[src/rtl/prog_ctr_fetch.sv]
// Program counter / fetch sequencer (IDLE/LOAD/RUN/DONE); a taken branch redirects PC one cycle later, with no delay slot.
// Define BRANCH_REL_EN to treat branch-LUT entries as signed PC offsets instead of absolute targets.
module prog_ctr_fetch #(
  parameter int PC_W      = 10,
  parameter int IDX_W     = 5,
  parameter int LUT_DEPTH = 32
) (
  input  logic             Clk,
  input  logic             Reset,
  input  logic             Start,
  input  logic             branch,
  input  logic             BrTaken,
  input  logic [IDX_W-1:0] BrIdx,
  input  logic             Halt,
  input  logic             LutWe,
  input  logic [IDX_W-1:0] LutAddr,
  input  logic [PC_W-1:0]  LutData,
  output logic [PC_W-1:0]  PC,
  output logic             Running,
  output logic             Done
);

  typedef enum logic [1:0] {
    ST_IDLE,
    ST_LOAD,
    ST_RUN,
    ST_DONE
  } state_t;

  state_t                         state_q, state_d;
  logic [PC_W-1:0]                pc_q, pc_d;
  logic [PC_W-1:0]                br_target;
  logic                           running_q, running_d;
  logic                           done_q, done_d;
  logic [LUT_DEPTH-1:0][PC_W-1:0] lut_q, lut_d;

  // Branch reads the array state, so a same-cycle write to that index only lands next cycle.
`ifdef BRANCH_REL_EN
  assign br_target = pc_q + lut_q[BrIdx];
`else
  assign br_target = lut_q[BrIdx];
`endif

  always_comb begin
    lut_d = lut_q;
    if (LutWe) begin
      lut_d[LutAddr] = LutData;
    end
  end

  always_comb begin
    state_d = state_q;
    pc_d    = pc_q;
    if (Start) begin
      state_d = ST_LOAD;
      pc_d    = '0;
    end else begin
      case (state_q)
        ST_LOAD: state_d = ST_RUN;
        ST_RUN: begin
          if (Halt) begin
            state_d = ST_DONE;
          end else if (branch && BrTaken) begin
            pc_d = br_target;
          end else begin
            pc_d = pc_q + PC_W'(1);
          end
        end
        default: state_d = state_q;
      endcase
    end
    running_d = (state_d == ST_RUN);
    done_d    = (state_d == ST_DONE);
  end

  always_ff @(posedge Clk) begin
    if (Reset) begin
      state_q   <= ST_IDLE;
      pc_q      <= '0;
      running_q <= 1'b0;
      done_q    <= 1'b0;
      lut_q     <= '0;
    end else begin
      state_q   <= state_d;
      pc_q      <= pc_d;
      running_q <= running_d;
      done_q    <= done_d;
      lut_q     <= lut_d;
    end
  end

  assign PC      = pc_q;
  assign Running = running_q;
  assign Done    = done_q;

endmodule

[config.mk]
export PLATFORM = sky130hd
export DESIGN_NAME = prog_ctr_fetch
export DESIGN_NICKNAME = d
export VERILOG_FILES = /design/src/rtl/prog_ctr_fetch.sv
export SDC_FILE = /design/constraint.sdc
export NUM_CORES = 1
export LEC_CHECK = 0
export BUFFER_PORTS_ARGS = -buffer_cell sky130_fd_sc_hd__clkbuf_2
export CAP_MARGIN = 20
export CORE_ASPECT_RATIO = 1.25
export CORE_MARGIN = 5
export CORE_UTILIZATION = 65
export DETAILED_ROUTE_END_ITERATION = 10
export PLACE_DENSITY = 0.82
export SYNTH_ARGS = -nofsm -noshare
export SYNTH_HDL_FRONTEND = slang
export SYNTH_SLANG_ARGS = --single-unit
export TNS_END_PERCENT = 100
[constraint.sdc]
create_clock -name Clk -period 3.8 [get_ports Clk]
set_input_delay 0.19 -clock Clk [delete_from_list [all_inputs] [get_ports Clk]]
set_output_delay 0.19 -clock Clk [all_outputs]
set_load 0.01 [all_outputs]
==> results.md, run 1 <==
* Cell accounting for the most synthesized area: dfxtp_1
* Total placed cells including tap cells at 1,670
* Largest net degree at the start of global routing at 180
* Clock insertion delay at the later pin of the skew report at 520 ps
* GP Congestion at 0.886
* Met2 Usage GRT at 49.4%
* Boundary pin count at 39
* Final Skew at 13.1 ps
* Layout Nets at 1,449
* Final Max Slew Viols at 0
* Post-layout min period at 2510 ps
* Initial drt markers at 1,260
* GRT Total Usage at 29.3%
* Slew of the pin with the lowest slew margin at 1160 ps
* Max Clock Freq at 0.399 GHz
* Clk pin slew, worst setup/hold paths at 70 ps
* Clk sinks at 334
* Drt wl/cell at 22.3 um
* Worst EP arrival at 2960 ps
* CTS Root Cell: clkbuf_16
* GR peak layer: met2
* Chip height at 179 um
* Leak at 6.31 nW
* Crit Path Class: flop to flop
* RR Endpoint: PC[5]$_SDFFE_PP0P_
* Slew HR at 23.0%
* Slowest CP cell: nor2b_1
* Via density at 6.49
* RSZ-0062 raised after global routing: false
* Met3 GRT Util at 4.80%
* EDFF count, synth at 0
* Critical-path cell list: inv_1, ha_1, nor2b_1, nand3_1, nor4_1, o221ai_1, o21ai_1
* Die Area at 26,000 sq um
* Core Area at 22,800 sq um
* Layout cells sized above 1 at 14.4%
* Ys async rst share at 0%
* Initial Util at 65.2%
* Setup crit start: state_q[0]$_SDFF_PP0_
* Final HPWL DP at 23,800 um
* Top FF cell, synth: dfxtp_1
* Min-delay src: Halt
* Max cap viols at 0
* Synthesis Warnings at 0
* Synth Register Bits at 334
* First-pass iteration count of the detailed router at 7
* TritonCTS Buffers at 34
* Worst r2r src: state_q[0]$_SDFF_PP0_
* Hold Path Sink: Done$_SDFF_PP0_
* # setup viols final at 0
* Mapped Nets at 1,480
* First-pass GRT wire length at 61,400 um
* Worst r2r path cells at 7
* Status: finished clean
* Site Rows at 62
* Final hold vios at 0
* Die width at 145 um
* Non-Filler Instances at 1,731
* Port Buffer Count at 38
* Crit path launch type: flop
* CP max stage delay at 590 ps
* Setup tns final at 0 ps
* Yosys top cell area share at 44.9%
* CP Data Required Time at 4250 ps
* Power per cell area at 459 nW/um^2
* Routed WL at 38,500 um
* Antenna Violating Nets Remaining at 0
* Critical path endpoint category: flop
* Hold Crit Class: input pin to flop
* Layout area overhead at 9.01%
* PostCTS Resize Cnt at 0
* Routing usage on met1 at 37.8%
* Final worst-path cycle share at 65.9%
* Mapped Area at 14,900 sq um
* Initial antenna violation count at 0
* Register area share after synthesis at 44.9%
* ANT cells at 0
* Drt drc at 0
* Max VDD drop at 0.000367 V
* Syn_area_per_cell at 10.3 sq um
* CP max FO at 10
* Number of fill cells at 1,623
* Routed via count at 11,200
* R2R Setup Slk at 1290 ps
* Netlist cell types at 47
* Mapped Cells at 1,450
* CTS tree: built
* Clock Path Buffers at 3
* H-tree depth at 2
* Grt total ovfl at 0
* Number of global-route vias before repair at 11,200
* WHS Path Cells at 4
* Top post-synthesis cells by area: dfxtp_1, mux2i_1, mux4_2
## cells in the mapped netlist, types with 3 or more instances
master	count
o21ai_0	9
buf_2	15
nor2_1	278
mux2i_1	269
dfxtp_1	334
buf_6	3
nor2b_1	7
mux4_1	13
and2_1	3
nor2_2	8
nand2_1	96
a21oi_1	71
nand3_1	66
mux2_2	6
buf_4	9
inv_1	3
o221ai_1	6
ha_1	3
o32ai_1	4
nor3_1	12
nor3b_1	7
nor4_1	5
clkbuf_1	93
nand2b_1	3
nor2_4	8
mux4_2	68
or2_2	3
o22ai_1	9
o21ai_1	3
a211oi_1	5
a22oi_1	6
nand3b_1	6
## layer usage
layer	wire, um	vias up	part of all wire, %
met3	3180	104	8.3
met4	1420	0	3.7
met1	15300	5518	40
met5	0	-	0
met2	18600	573	48
li1	-	5045	-
## registers in the layout (all words and copies together) (netlist names)
register  flops
state_q       2
PC           10
Done          1
lut_q       320
Running       1
## worst max path at each step
stage	to	slack [ps]	depth (start not counted)
2_1_floorplan	PC[0]$_SDFFE_PP0P_	1970	7
3_3_place_gp	PC[4]$_SDFFE_PP0P_	1270	7
3_5_place_dp	PC[4]$_SDFFE_PP0P_	1260	7
4_1_cts	PC[0]$_SDFFE_PP0P_	1340	6
5_1_grt	PC[0]$_SDFFE_PP0P_	1150	6
6_report	PC[5]$_SDFFE_PP0P_	1290	7
## final cells by class
cell class | instances | area, sq um | area share, %
multi-input combinational | 990 | 7630 | 47.0
tap | 288 | 360 | 2.22
clock buffer | 44 | 938 | 5.79
inverter | 3 | 11.3 | 0.0694
timing repair buffer | 56 | 368 | 2.27
sequential | 334 | 6690 | 41.2
clock inverter | 16 | 224 | 1.38
## metrics by stage
stage	setup slack, ps	instance area (sq um)	power [W]	util [%]	hold slack [ps]
6_report	1290	16200	0.00745	71.1	168
5_1_grt	1150	16200	0.00767	71.1	172
4_1_cts	1340	16200	0.00748	71.1	154
3_5_place_dp	1260	15000	0.00405	66.0	445
3_3_place_gp	1270	15000	0.00404	66.0	439
2_1_floorplan	1970	14900	0.00393	-	311
## timing repair
item / CTS / global route
hold endpoints to repair: 1 / 0
setup buffers: 0 / 0
hold buffers: 1 / 0
## cells by family (layout without fill, tap and decap cells)
kind of cell	after synthesis	in the layout	share of synthesized area (%)
simple gates	510	510	14.9
mux	356	356	31.1
flops	334	334	44.9
buf+inv	126	119	3.94
compound gates	120	120	4.73
fa+ha+maj	3	3	0.252
xor+xnor	1	1	0.0589
## power breakdown
part | switching [W] | leakage [nW] | internal (W)
sequential | 0.0000144 | 2.69 | 0.00353
combinational | 0.000307 | 3.04 | 0.000131
clock | 0.00138 | 0.579 | 0.00209
## placed cells by master (no fill, tap or decap), drive strengths merged, types with 2 or more instances in the layout
cell type	n
dfxtp	334
nor2	294
mux2i	269
nand2	96
mux4	81
clkbuf	79
a21oi	71
nand3	66
buf	20
nor3	13
o21ai	12
o22ai	9
clkinv	9
nor2b	7
nor3b	7
nand3b	6
a22oi	6
mux2	6
o221ai	6
a211oi	5
nor4	5
bufinv	5
inv	5
o32ai	4
and2	4
or2	3
nand2b	3
ha	3
a221oi	2
or3	2
a211o	2
## critical path: cells and delay by family, from the launching register on
kind / cells / cell delay [ps]
buf+inv: 1 / 80
flops: 1 / 310
fa+ha+maj: 1 / 180
simple gates: 3 / 1560
compound gates: 2 / 310
No activity file was read; power rests on OpenSTA's default activity.
==> inputs of run 2 (changes only) <==
--- a/config.mk
+++ b/config.mk
@@ -5,13 +5,14 @@
 export SDC_FILE = /design/constraint.sdc
 export NUM_CORES = 1
 export LEC_CHECK = 0
+export ABC_AREA = 1
 export BUFFER_PORTS_ARGS = -buffer_cell sky130_fd_sc_hd__clkbuf_2
 export CAP_MARGIN = 20
 export CORE_ASPECT_RATIO = 1.25
 export CORE_MARGIN = 5
-export CORE_UTILIZATION = 65
+export CORE_UTILIZATION = 62
 export DETAILED_ROUTE_END_ITERATION = 10
-export PLACE_DENSITY = 0.82
+export PLACE_DENSITY = 0.78
 export SYNTH_ARGS = -nofsm -noshare
 export SYNTH_HDL_FRONTEND = slang
 export SYNTH_SLANG_ARGS = --single-unit
==> constraint.sdc (replaced) <==
create_clock -name Clk -period 2.4 [get_ports Clk]
set_input_delay 0.12 -clock Clk [delete_from_list [all_inputs] [get_ports Clk]]
set_output_delay 0.12 -clock Clk [all_outputs]
set_load 0.01 [all_outputs]
==> results.md, run 2 <==
* Register area share after synthesis at 44.0%
* Routed via count at 15,600
* Critical-path cell list: ha_1, nand2_1, nor2_1, nand3_1, nor2_1, nand3_1, nand2_1, nor2_1, nor2_1, a21oi_1
* Final HPWL DP at 29,400 um
* Initial drt markers at 2,043
* Cell accounting for the most synthesized area: dfxtp_1
* Largest net degree at the start of global routing at 161
* Antenna Violating Nets Remaining at 0
* Max Clock Freq at 0.557 GHz
* Placed Instance Area at 15,500 sq um
* Die Area at 27,800 sq um
* Mapped Cells at 2,335
* Yosys top cell area share at 44.0%
* GRT Total Usage at 34.8%
* Boundary pin count at 39
* CTS tree: built
* Synthesis Warnings at 0
* Synth Register Bits at 334
* TritonCTS Buffers at 35
* Crit path launch type: flop
* Via density at 5.89
* Slowest CP cell: dfxtp_1
* Number of flip-flops in the largest register at 320
* Drt drc at 0
* Hold Crit Class: input pin to flop
* Chip height at 185 um
* Layout cells sized above 1 at 6.46%
* GP Congestion at 0.896
* CP dominant cell by count: nor2_1
* Worst EP arrival at 2210 ps
* Most frequent cells in the layout: nor2_1, nand2_1, o21ai_0
* Fin Hold WS at 69.3 ps
* Final worst-path cycle share at 74.8%
* Slew HR at 26.1%
* Max VDD drop at 0.000553 V
* # setup viols final at 0
* Final Max Slew Viols at 0
* Power per cell area at 731 nW/um^2
* Ys async rst share at 0%
* CP Data Required Time at 2810 ps
* Site Rows at 64
* Setup tns final at 0 ps
* Final Skew at 13.6 ps
* Finished Cell Area at 16,700 sq um
* Top FF cell, synth: dfxtp_1
* Crit Path Class: flop to flop
* Final hold vios at 0
* Clock Path Buffers at 3
* Number of fill cells at 2,126
* ANT cells at 0
* Post-layout min period at 1800 ps
* Number of global-route vias before repair at 14,900
* Layout area overhead at 9.98%
* Layout Nets at 2,328
* Most frequent cell after synthesis: nor2_1
* RSZ-0062 raised after global routing: false
* Die width at 150 um
* Max cap viols at 0
* Slew of the pin with the lowest slew margin at 1110 ps
* Initial antenna violation count at 0
* Status: finished clean
* Core Area at 24,300 sq um
* Syn_area_per_cell at 6.51 sq um
* Leak at 7.42 nW
* PostCTS Resize Cnt at 0
* Clk sinks at 334
* Port Buffer Count at 38
* CP max stage delay at 510 ps
* Most flops, register: lut_q
* Routed WL at 49,000 um
* H-tree depth at 2
* Grt total ovfl at 0
* Initial Util at 62.5%
* Drt wl/cell at 18.5 um
* Netlist cell types at 24
* Top post-synthesis cells by area: dfxtp_1, nor2_1, nand2_1
* Total placed cells including tap cells at 2,589
* Mapped Area at 15,200 sq um
* Top cells by count, synth: nor2_1, nand2_1, o21ai_0, dfxtp_1, nand3_1
* Clk pin slew, worst setup/hold paths at 70 ps
* Clock insertion delay at the later pin of the skew report at 520 ps
* CP max FO at 5
* Most common cell after layout, fill and taps aside: nor2_1
* CTS Root Cell: clkbuf_16
* First-pass iteration count of the detailed router at 8
* Mapped Nets at 2,365
* First-pass GRT wire length at 77,900 um
* EDFF count, synth at 0
* Critical path endpoint category: flop
* Non-Filler Instances at 2,651
* Final Util at 68.7%
==> run 2: changes by cell type after synthesis, sizes merged, moves of 32 or more <==
cell	previous run	this run
nor2	294	684
nand2	96	451
o21ai	12	335
mux2i	269	0
nand3	66	254
mux4	81	0
a21oi	71	17
buf	29	64
inv	3	36
clkinv	0	32
==> run 2: worst max-delay path, delay by kind of cell (launching register included) <==
kind	cells	cell delay [ps]
simple gates	8	880
flops	1	510
fa+ha+maj	1	220
compound gates	1	70
==> run 2: routing by layer <==
| metal | GRT usage (%) | wire, um |
|---|---|---|
| met1 | 42.7 | 18700 |
| met2 | 58.1 | 22800 |
| met3 | 5.63 | 4480 |
| met4 | 19.3 | 3010 |
| met5 | 0 | 0 |
==> run 2: cell type report <==
cell class | count | area (sq um) | share of cell area [%]
inverter | 68 | 265 | 1.59
sequential | 334 | 6690 | 40.0
clock inverter | 7 | 110 | 0.658
multi-input combinational | 1766 | 7460 | 44.6
timing repair buffer | 93 | 723 | 4.32
clock buffer | 53 | 1080 | 6.43
tap | 330 | 413 | 2.47
==> run 2: cells by family (layout without fill, tap and decap cells) <==
kind of cell	count (synthesis)	count (layout)	synth area share [%]
fa+ha+maj	3	3	0.247
buf+inv	235	221	7.03
flops	334	334	44.0
simple gates	1406	1406	37.0
compound gates	356	356	11.8
xor+xnor	1	1	0.0576
==> run 2: repair_timing <==
| item | 4_1_cts | 5_1_grt |
|---|---|---|
| hold buffers | 2 | 0 |
| endpoints found under the hold margin | 1 | 0 |
| endpoints found under the setup margin | 0 | 0 |
| setup buffers | 0 | 0 |
==> run 2: through the flow <==
stage	total power (W)	setup WS (ps)
after floorplan	0.00637	942
after global placement	0.00668	495
after detailed placement	0.00669	493
after CTS	0.0122	611
after global routing	0.0126	466
final	0.0122	604
==> run 2: where the power goes <==
group          switching, W  total, W  leakage, nW  internal, W
combinational      0.000717  0.000949         4.13     0.000232
clock               0.00222   0.00563        0.587      0.00341
sequential        0.0000386   0.00566         2.70      0.00562
total               0.00298    0.0122         7.42      0.00926
==> run 2: path summary, 6_finish.rpt <==
path | slack (ps) | from | end | depth (start not counted)
max | 600 | PC[1]$_SDFFE_PP0P_ | PC[8]$_SDFFE_PP0P_ | 10
min | 70 | Halt | Done$_SDFF_PP0_ | 5
max reg2reg | 600 | PC[1]$_SDFFE_PP0P_ | PC[8]$_SDFFE_PP0P_ | 10
min reg2reg | 510 | lut_q[200]$_SDFFE_PP0P_ | lut_q[200]$_SDFFE_PP0P_ | 2
==> inputs of run 3 (changes only) <==
==> constraint.sdc (replaced) <==
create_clock -name Clk -period 1.85 [get_ports Clk]
set_input_delay 0.0925 -clock Clk [delete_from_list [all_inputs] [get_ports Clk]]
set_output_delay 0.0925 -clock Clk [all_outputs]
set_load 0.01 [all_outputs]
==> results.md, run 3 (synthesis results as in run 2) <==
* Fin Hold WS at 56.6 ps
* Chip height at 185 um
* Multi-input logic area at 7460 sq um
* Setup tns final at 0 ps
* RSZ-0062 raised after global routing: false
* Status: finished clean
* Slew HR at 57.8%
* Power per cell area at 914 nW/um^2
* R2R Setup Slk at 180 ps
* GP Congestion at 0.907
* # setup viols final at 0
* Initial antenna violation count at 0
* First-pass iteration count of the detailed router at 8
* CP max FO at 2
* RR Endpoint: state_q[0]$_SDFF_PP0_
* Layout cells sized above 1 at 6.98%
* PnR worst setup slack at 185 ps
* Initial drt markers at 1,735
* Crit path launch type: flop
* CP Data Required Time at 2310 ps
* Max cap viols at 0
* Worst r2r src: state_q[1]$_SDFF_PP0_
* Final Max Slew Viols at 0
* Drt wl/cell at 17.5 um
* Grt total ovfl at 0
* H-tree depth at 2
* Clock Path Buffers at 3
* Clk sinks at 334
* Max Clock Freq at 0.601 GHz
* Post-layout min period at 1670 ps
* Initial Util at 62.5%
* Total placed cells including tap cells at 2,603
* Site Rows at 64
* Pre-CTS setup slack at 136 ps
* Number of global-route vias before repair at 14,100
* Worst r2r path cells at 7
* CP max stage delay at 560 ps
* Layout Nets at 2,343
* Worst EP arrival at 2120 ps
* Via density at 5.81
* GR peak layer: met2
* Most frequent cells in the layout: nor2_1, nand2_1, dfxtp_1, o21ai_0, nand3_1
* Routed via count at 15,500
* Routed WL at 46,600 um
* Number of flip-flops in the largest register at 320
* Register area at 6690 sq um
* Most flops, register: lut_q
* Critical-path cell list: inv_1, ha_1, inv_1, o21ai_1, o21ai_1, a21oi_1, dlygate4sd3_1
* ANT cells at 0
* First-pass GRT wire length at 74,800 um
* GRT Total Usage at 33.4%
* Layout area overhead at 10.7%
* Critical path endpoint category: flop
* Clk pin slew, worst setup/hold paths at 60 ps
* Core Area at 24,300 sq um
* CTS tree: built
* CTS Root Cell: clkbuf_16
* Routing usage on met1 at 43.8%
* Final worst-path cycle share at 90.0%
* Port Buffer Count at 38
* Clock insertion delay at the later pin of the skew report at 510 ps
* Antenna Violating Nets Remaining at 0
* Hold Path Sink: lut_q[23]$_SDFFE_PP0P_
* Met3 GRT Util at 4.87%
* Non-Filler Instances at 2,664
* Crit Path Class: flop to flop
* Met2 Usage GRT at 54.5%
* Drt drc at 0
* Max VDD drop at 0.000696 V
* TritonCTS Buffers at 35
* WHS Path Cells at 4
* Die width at 150 um
* Slew of the pin with the lowest slew margin at 631 ps
* Final hold vios at 0
* Die Area at 27,800 sq um
* Final Skew at 17.7 ps
* Power, Total at 0.0154 W
* Min-delay src: Reset
* Most common cell after layout, fill and taps aside: nor2_1
* Boundary pin count at 39
* Slowest CP cell: dlygate4sd3_1
* Largest net degree at the start of global routing at 106
* Hold Crit Class: input pin to flop
* Number of fill cells at 2,167
* Leak at 7.48 nW
* Final HPWL DP at 28,700 um
-- run 3: worst max path at each step --
stage,startpoint,end
final,state_q[1]$_SDFF_PP0_,state_q[0]$_SDFF_PP0_
after global routing,PC[1]$_SDFFE_PP0P_,PC[8]$_SDFFE_PP0P_
after CTS,state_q[0]$_SDFF_PP0_,state_q[0]$_SDFF_PP0_
after detailed placement,LutAddr[4],lut_q[300]$_SDFFE_PP0P_
after global placement,LutAddr[4],lut_q[303]$_SDFFE_PP0P_
after floorplan,PC[0]$_SDFFE_PP0P_,PC[8]$_SDFFE_PP0P_
-- run 3: stage by stage --
step	cell area (sq um)	util (%)
after floorplan	15200	-
after global routing	16800	69.2
after global placement	15700	64.6
final	16800	69.2
after detailed placement	15700	64.6
after CTS	16800	69.2
-- run 3: report_power, final --
| part | internal, W | switching, W | total (W) |
|---|---|---|---|
| Combinational | 0.000351 | 0.000926 | 0.00128 |
| Sequential | 0.00729 | 0.0000475 | 0.00734 |
| Clock | 0.00394 | 0.00283 | 0.00677 |
-- run 3: worst max-delay path, delay by kind of cell (launching register included) --
family,cells,cell delay (ps)
flip-flops,1,330
adder cells (fa/ha/maj),1,260
AO/OA/AOI/OAI,3,360
buffers and inverters,3,650
-- run 3: area by class of cell --
| cell class | count | share of cell area (%) |
|---|---|---|
| repair buffers | 108 | 5.56 |
| clock buffers | 49 | 6.00 |
| multi-input cells | 1766 | 44.3 |
| inverters | 68 | 1.57 |
| well taps | 330 | 2.45 |
| clock inverters | 9 | 0.438 |
| flip-flops and latches | 334 | 39.7 |
-- run 3: layer usage --
metal / wire length [um] / vias up
met4: 2530 / 0
met5: 0 / -
li1: - / 7424
met1: 18400 / 7086
met2: 21800 / 784
met3: 3960 / 183
-- run 3: what timing repair did --
action,4_1_cts,5_1_grt
endpoints found under the hold margin,4,0
hold buffers,2,0
resized for setup,0,3
buffers inserted,0,1
setup endpoints to repair,0,2
